`src/rtl/router_pkg.sv`:
```
// Shared router definitions: port/address sizing and packet-receive FSM states.
// DROP_PACKET exists only when ROUTER_FSM_INVALID_ADDR_DROP_EN is defined.
package router_pkg;

   localparam int unsigned ADDR_WIDTH = 2;
   localparam int unsigned NUM_PORTS  = 3;

`ifdef ROUTER_FSM_INVALID_ADDR_DROP_EN
   typedef enum logic [3:0] {
      DECODE_ADDRESS     = 4'd0,
      LOAD_FIRST_DATA    = 4'd1,
      LOAD_DATA          = 4'd2,
      LOAD_PARITY        = 4'd3,
      FIFO_FULL_STATE    = 4'd4,
      LOAD_AFTER_FULL    = 4'd5,
      WAIT_TILL_EMPTY    = 4'd6,
      CHECK_PARITY_ERROR = 4'd7,
      DROP_PACKET        = 4'd8
   } state_t;
`else
   typedef enum logic [2:0] {
      DECODE_ADDRESS     = 3'd0,
      LOAD_FIRST_DATA    = 3'd1,
      LOAD_DATA          = 3'd2,
      LOAD_PARITY        = 3'd3,
      FIFO_FULL_STATE    = 3'd4,
      LOAD_AFTER_FULL    = 3'd5,
      WAIT_TILL_EMPTY    = 3'd6,
      CHECK_PARITY_ERROR = 3'd7
   } state_t;
`endif

endpackage

```
`src/rtl/router_fsm.sv`:
```
// Packet-receive controller of the 1x3 router: header decode, load sequencing, source stall.
// Optional macro ROUTER_FSM_INVALID_ADDR_DROP_EN discards packets with an out-of-range address.
module router_fsm #(
   parameter int unsigned ADDR_WIDTH = router_pkg::ADDR_WIDTH,
   parameter int unsigned NUM_PORTS  = router_pkg::NUM_PORTS
) (
   input  logic                  clock,
   input  logic                  reset,
   input  logic                  pkt_valid,
   input  logic [ADDR_WIDTH-1:0] data_in,
   input  logic                  fifo_full,
   input  logic                  fifo_empty_0,
   input  logic                  fifo_empty_1,
   input  logic                  fifo_empty_2,
   input  logic                  soft_reset_0,
   input  logic                  soft_reset_1,
   input  logic                  soft_reset_2,
   input  logic                  parity_done,
   input  logic                  low_pkt_valid,
   output logic [ADDR_WIDTH-1:0] fifo_addr,
   output logic                  detect_add,
   output logic                  lfd_state,
   output logic                  ld_state,
   output logic                  laf_state,
   output logic                  full_state,
   output logic                  rst_int_reg,
   output logic                  write_enb_reg,
   output logic                  busy
);

   import router_pkg::*;

   state_t     state;
   state_t     next_state;
   logic [2:0] empty_vec;
   logic [2:0] soft_vec;
   logic       hdr_valid;
   logic       hdr_empty;
   logic       sel_empty;
   logic       sel_soft;

   assign empty_vec = {fifo_empty_2, fifo_empty_1, fifo_empty_0};
   assign soft_vec  = {soft_reset_2, soft_reset_1, soft_reset_0};
   assign hdr_valid = 32'(data_in) < NUM_PORTS;

   // Header lookup uses the live address; in-packet lookups use the latched one.
   always_comb begin
      hdr_empty = 1'b0;
      sel_empty = 1'b0;
      sel_soft  = 1'b0;
      for (int unsigned i = 0; i < 3; i++) begin
         if (i < NUM_PORTS) begin
            if (ADDR_WIDTH'(i) == data_in) begin
               hdr_empty = empty_vec[i];
            end
            if (ADDR_WIDTH'(i) == fifo_addr) begin
               sel_empty = empty_vec[i];
               sel_soft  = soft_vec[i];
            end
         end
      end
   end

   always_ff @(posedge clock or posedge reset) begin
      if (reset) begin
         state     <= DECODE_ADDRESS;
         fifo_addr <= '0;
      end else begin
         state <= next_state;
         if (state == DECODE_ADDRESS && pkt_valid) begin
            fifo_addr <= data_in;
         end
      end
   end

   always_comb begin
      next_state = state;
      case (state)
         DECODE_ADDRESS: begin
            if (pkt_valid) begin
               if (hdr_valid) begin
                  next_state = hdr_empty ? LOAD_FIRST_DATA : WAIT_TILL_EMPTY;
               end
`ifdef ROUTER_FSM_INVALID_ADDR_DROP_EN
               else begin
                  next_state = DROP_PACKET;
               end
`endif
            end
         end
         LOAD_FIRST_DATA: next_state = LOAD_DATA;
         LOAD_DATA: begin
            if (fifo_full) begin
               next_state = FIFO_FULL_STATE;
            end else if (!pkt_valid) begin
               next_state = LOAD_PARITY;
            end
         end
         FIFO_FULL_STATE: begin
            if (!fifo_full) begin
               next_state = LOAD_AFTER_FULL;
            end
         end
         LOAD_AFTER_FULL: begin
            if (parity_done) begin
               next_state = DECODE_ADDRESS;
            end else if (low_pkt_valid) begin
               next_state = LOAD_PARITY;
            end else begin
               next_state = LOAD_DATA;
            end
         end
         LOAD_PARITY: next_state = CHECK_PARITY_ERROR;
         CHECK_PARITY_ERROR: begin
            next_state = fifo_full ? FIFO_FULL_STATE : DECODE_ADDRESS;
         end
         WAIT_TILL_EMPTY: begin
            if (sel_empty) begin
               next_state = LOAD_FIRST_DATA;
            end
         end
`ifdef ROUTER_FSM_INVALID_ADDR_DROP_EN
         DROP_PACKET: begin
            // Falling pkt_valid marks the parity byte, which is swallowed here.
            if (!pkt_valid) begin
               next_state = DECODE_ADDRESS;
            end
         end
`endif
         default: next_state = DECODE_ADDRESS;
      endcase
      if (sel_soft && state != DECODE_ADDRESS) begin
         next_state = DECODE_ADDRESS;
      end
   end

   always_comb begin
      detect_add    = state == DECODE_ADDRESS;
      lfd_state     = state == LOAD_FIRST_DATA;
      ld_state      = state == LOAD_DATA;
      laf_state     = state == LOAD_AFTER_FULL;
      full_state    = state == FIFO_FULL_STATE;
      rst_int_reg   = state == CHECK_PARITY_ERROR;
      write_enb_reg = (state == LOAD_DATA) || (state == LOAD_PARITY) ||
                      (state == LOAD_AFTER_FULL);
      busy          = (state == LOAD_FIRST_DATA) || (state == LOAD_PARITY) ||
                      (state == FIFO_FULL_STATE) || (state == LOAD_AFTER_FULL) ||
                      (state == WAIT_TILL_EMPTY) || (state == CHECK_PARITY_ERROR);
   end

endmodule

```
`config.mk`:
```
export PLATFORM = sky130hd
export DESIGN_NAME = router_fsm
export DESIGN_NICKNAME = d
export VERILOG_FILES = /design/src/rtl/router_pkg.sv /design/src/rtl/router_fsm.sv
export SDC_FILE = /design/constraint.sdc
export NUM_CORES = 1
export LEC_CHECK = 0
export CORE_AREA = 2 2 39 41
export DETAILED_ROUTE_END_ITERATION = 16
export DIE_AREA = 0 0 41 43
export DONT_BUFFER_PORTS = 1
export PLACE_DENSITY = 0.51
export SLEW_MARGIN = 20
export SYNTH_ARGS = -nofsm -noshare
export SYNTH_HDL_FRONTEND = slang
export SYNTH_SLANG_ARGS = --single-unit
```
`constraint.sdc`:
```
create_clock -name clock -period 1.95 [get_ports clock]
set_clock_uncertainty 0.1 [all_clocks]
set_input_delay 0.39 -clock clock [delete_from_list [all_inputs] [get_ports clock]]
set_output_delay 0.39 -clock clock [all_outputs]
set_load 0.005 [all_outputs]
```
=== Word level (Yosys, flattened, before mapping) ===
Cells that the tools add are included.

* Flip-flop bits (word level): 5
* Bits in latches: 0
* Memory bits (writable): 0
* Bits in read-only memories: 0
* Input bits: 14
* Output and inout port bits: 10
* Word-level logic and storage cells: 54
* Memories kept: 0

* $add $sub $neg: 0
* Multipliers: 0
* Divide/modulo/power cells: 0
* $lt $le $gt $ge: 1
* Equality and inequality tests: 16
* Shift operators: 0
* Mux-type cells: 21
* Bitwise logic cells: 0
* Reduce and logical (&&, ||, !) cells: 14

{| class="wikitable"
|+ Operators with widths
! operator !! count
|-
| $mux W3 || 9
|-
| $pmux W3 S8 || 1
|-
| $eq A3 B3 Y1 const B || 4
|-
| $mux W1 || 10
|-
| $logic_or A1 B1 Y1 || 7
|-
| $eq A3 B2 Y1 const B || 2
|-
| $ne A3 B2 Y1 const B || 2
|-
| $reduce_and A5 Y1 || 1
|-
| $eq A1 B2 Y1 const A || 2
|-
| $eq A2 B2 Y1 const A || 2
|-
| $logic_not A2 Y1 || 2
|-
| $ne A4 B3 Y1 const B || 1
|-
| $eq A3 B1 Y1 const B || 1
|-
| $logic_not A3 Y1 || 1
|-
| $ne A3 B1 Y1 const B || 1
|-
| $ne A3 B3 Y1 const B || 1
|-
| $reduce_bool A3 Y1 || 1
|-
| $logic_and A1 B1 Y1 || 2
|-
| $lt A2 B2 Y1 const B || 1
|-
| $mux W2 || 1
|}

=== Depth between registers and ports, before layout ===
* Depth after elaboration: 9
* Depth in mapped cells: 5

=== Least setup slack after synthesis ===
No wires, ideal clock.

* Path kind: register to register
* Start point: reg state[2]
* End point: reg state[1]
* Setup time: 0.124 ns
* Data arrival time: 1.291 ns
* Slack: 0.435 ns
* Cell stages (with the launch flop): 6
* Buffers on the path: 1
* Period minus slack after synthesis: 1.515 ns
* Cell sequence: dfrtp_1 buf_6 nor3b_4 a22oi_4 o211ai_2 o31a_1

* Elaborated cells on any way between the ends: 18
* Classes of those cells: 12 x eq/ne; 2 x mux; 4 x reduce/logical

{| class="wikitable"
|+ RTL lines
! item !! line !! text
|-
| start, declared || router_fsm.sv:33 || <nowiki>state_t state;</nowiki>
|-
| start signal, assigned || router_fsm.sv:69 || <nowiki>state <= next_state;</nowiki>
|-
| $eq A3 B3 Y1 (*) || - ||
|-
| named net full_state || router_fsm.sv:25 || <nowiki>output logic full_state,</nowiki>
|-
| $pmux W3 S8 / $ne A3 B2 Y1 (equally long branches) || - ||
|-
| $mux W3 / $reduce_and A5 Y1 (equally long branches) || - ||
|}

The timed path passes the listed nets; every way through them passes the cells marked *.
A chain may end at the register's enable or synchronous reset.

=== Worst setup path in the final report ===
* Start point: reg state[1]
* End point: out ld_state

* Cells in the longest elaborated chain, start to end: 1

{| class="wikitable"
|+ RTL lines
! item !! line !! text
|-
| $eq A3 B2 Y1 || router_fsm.sv:140 || <nowiki>ld_state = state == LOAD_DATA;</nowiki>
|-
| end, declared || router_fsm.sv:23 || <nowiki>output logic ld_state,</nowiki>
|}

No other way between the ends.

==> results_dict.tcl <==
set metrics [dict create \
    arrival_ps 1340 \
    fin_setup_tns_ps 0 \
    seq_area_frac_synth 0.250 \
    utilization 0.394 \
    layout_common_cells "nand2_1 (8), mux2i_1 (4), dfrtp_1 (4)" \
    clock.fmax_ghz 0.547 \
    grt_max_degree 14 \
    core_area_um2 1380 \
    grt.total_usage 0.151 \
    hp-class "in -> reg" \
    drive_gt1_frac 0.286 \
    ioPinCount 24 \
    synth-seq-cells 5 \
    cts_max_path_buffers 2 \
    synth.top_cell.area_share 0.250 \
    syn-num-nets 66 \
    numPortBuffers 0 \
    tightest_slew_ps 465 \
    finalCritPeriodShare 0.937 \
    ir_worst_vdd_mv 0.901 \
    drv_cap 0 \
    fin_crit_ps 1830 \
    wl_met2_um 428 \
    timing.final.setup_violations 0 \
    cts-root-buf "clkbuf_4" \
    syn-instance-count 52 \
    endpoint_kind "output pin" \
    syn_area_per_cell_um2 9.62 \
    drc 0 \
    cp-start-kind "register" \
    drtIter0Drc 3 \
    cts_htree_levels 1 \
    max_slew_margin 0.690 \
    status "completed" \
    grt_pass1_vias 439 \
    wirelength_mm 1.02 \
    cts_made_buffers 3 \
    yosysTopAreaCell "dfrtp_1" \
    slowest_stage "dfrtp_1" \
    worstSkewPairLatency_ps 240 \
    clk_pin_slew_ps 40 \
    wire_per_inst_um 14.2 \
    syn_to_final_growth_pct 9.00 \
    place.gp.congestion 0.845 \
    holdWs_ps 201 \
    grt.overflow.total 0 \
    dp_hpwl_um 827 \
    syn_area_um2 500 \
    final_hold_viol_count 0 \
    crit_path_max_fanout 13 \
    ant_nets 0 \
    grt_pass1_wl_mm 1.82 \
    die_h_um 43 \
    p_leak_nw 0.236 \
    fillCellCount 147 \
    hold_path_depth 1 \
    grt_antenna_before_repair 0 \
    layout_commonest_cell "nand2_1" \
    vias_per_cell 5.65 \
    dr_wl_met3_um 115 \
    grt_setup_unrepaired "false" \
    worstSetupPathType "reg -> out" \
    num_rows 14 \
    routed.top_layer "met4" \
    first_pass_iters 3 \
    yosys_warnings 0 \
    wl_met1_um 470 \
    p_per_area_nw_per_um2 1620 \
    start_util 0.362 \
    netlist_top_cells_area "dfrtp_1 (25%), mux2i_1 (8.0%), nand2_1 (6.0%)" \
    die-area_um2 1760 \
    antenna_cells 0 \
    dieWidth_um 41 \
    path_cells "nor3b_1 -> buf_4" \
    r2r_cells 4 \
    cts_num_sinks 5 \
    required_ps 1460 \
    slowest_delay_ps 620 \
    vias 407 \
    nets 71 \
    cts_tree "yes" \
    slew_violations 0 \
    yosysUniqueCellTypes 29 \
]
-- path summary, 6_finish.rpt --
check | from | to | slack [ps]
max in group asynchronous | reset | state[2] | 1180
worst min register to register | state[2] | state[2] | 570
min in group asynchronous | reset | fifo_addr[0] | 390
worst max-delay path | state[1] | ld_state | 120
worst min-delay path | data_in[1] | fifo_addr[1] | 200
worst max register to register | state[1] | state[1] | 320
-- cells in the mapped netlist --
master and n:
a21bo_2 1, a21o_1 1, a22oi_4 1, a31o_2 1, and3_2 1, buf_2 1
buf_6 2, dfrtp_1 5, inv_1 3, mux2_2 2, mux2i_1 4, nand2_1 8
nand2b_1 1, nand3b_1 2, nor2_1 1, nor3_1 1, nor3_4 1, nor3b_1 3
nor3b_4 1, o2111ai_1 1, o211a_1 1, o211ai_1 1, o211ai_2 1, o21a_1 2
o21ai_0 2, o221a_2 1, o311ai_0 1, o31a_1 1, o32ai_1 1
-- through the flow --
step           cells  total power [mW]  setup slack (ps)  area, um^2
6_report          72             0.885               123         546
5_1_grt           72             0.973              36.5         546
4_1_cts           72             0.891              72.3         544
3_5_place_dp      67             0.767               323         508
3_3_place_gp      67             0.773               303         508
2_1_floorplan     52             0.706               435         500
-- power by group --
part	switching [mW]	internal, mW
Clock	0.0403	0.0772
Sequential	0.142	0.157
Combinational	0.214	0.255
-- critical path, delay by kind of cell, from the launching register on --
| family | cells | cell delay (ps) |
|---|---|---|
| buf+inv | 1 | 170 |
| flops | 1 | 620 |
| simple gates | 1 | 300 |
-- layer usage --
metal / up-vias / GRT usage
li1: 205 / -
met1: 182 / 0.199
met2: 18 / 0.206
met3: 2 / 0.0733
met4: 0 / 0.0600
met5: - / 0
-- repair_timing --
action,CTS,global route
setup endpoints to repair,0,2
hold buffers,1,0
gates resized for setup,0,1
setup buffers,0,0
hold endpoints to repair,5,0
-- state kept, by name, summed over array words and instances (netlist names) --
| name | count |
|---|---|
| fifo_addr | 2 |
| state | 3 |
-- layout make-up --
cell class | count | area (um^2) | area share
Tap cell | 16 | 20.0 | 0.0367
Multi-Input combinational cell | 41 | 337 | 0.617
Clock buffer | 4 | 26.3 | 0.0482
Sequential cell | 5 | 126 | 0.232
Inverter | 3 | 11.3 | 0.0206
Timing Repair Buffer | 3 | 25.0 | 0.0459
-- cell families (layout without fill, tap and decap cells) --
logic type      Yosys count  in the layout  share of synthesized area
mux                       6              6                      0.125
buf+inv                   6             10                     0.0775
simple gates             19             19                      0.250
flops                     5              5                      0.250
compound gates           16             16                      0.298
Power figures use the tool's default switching activity.
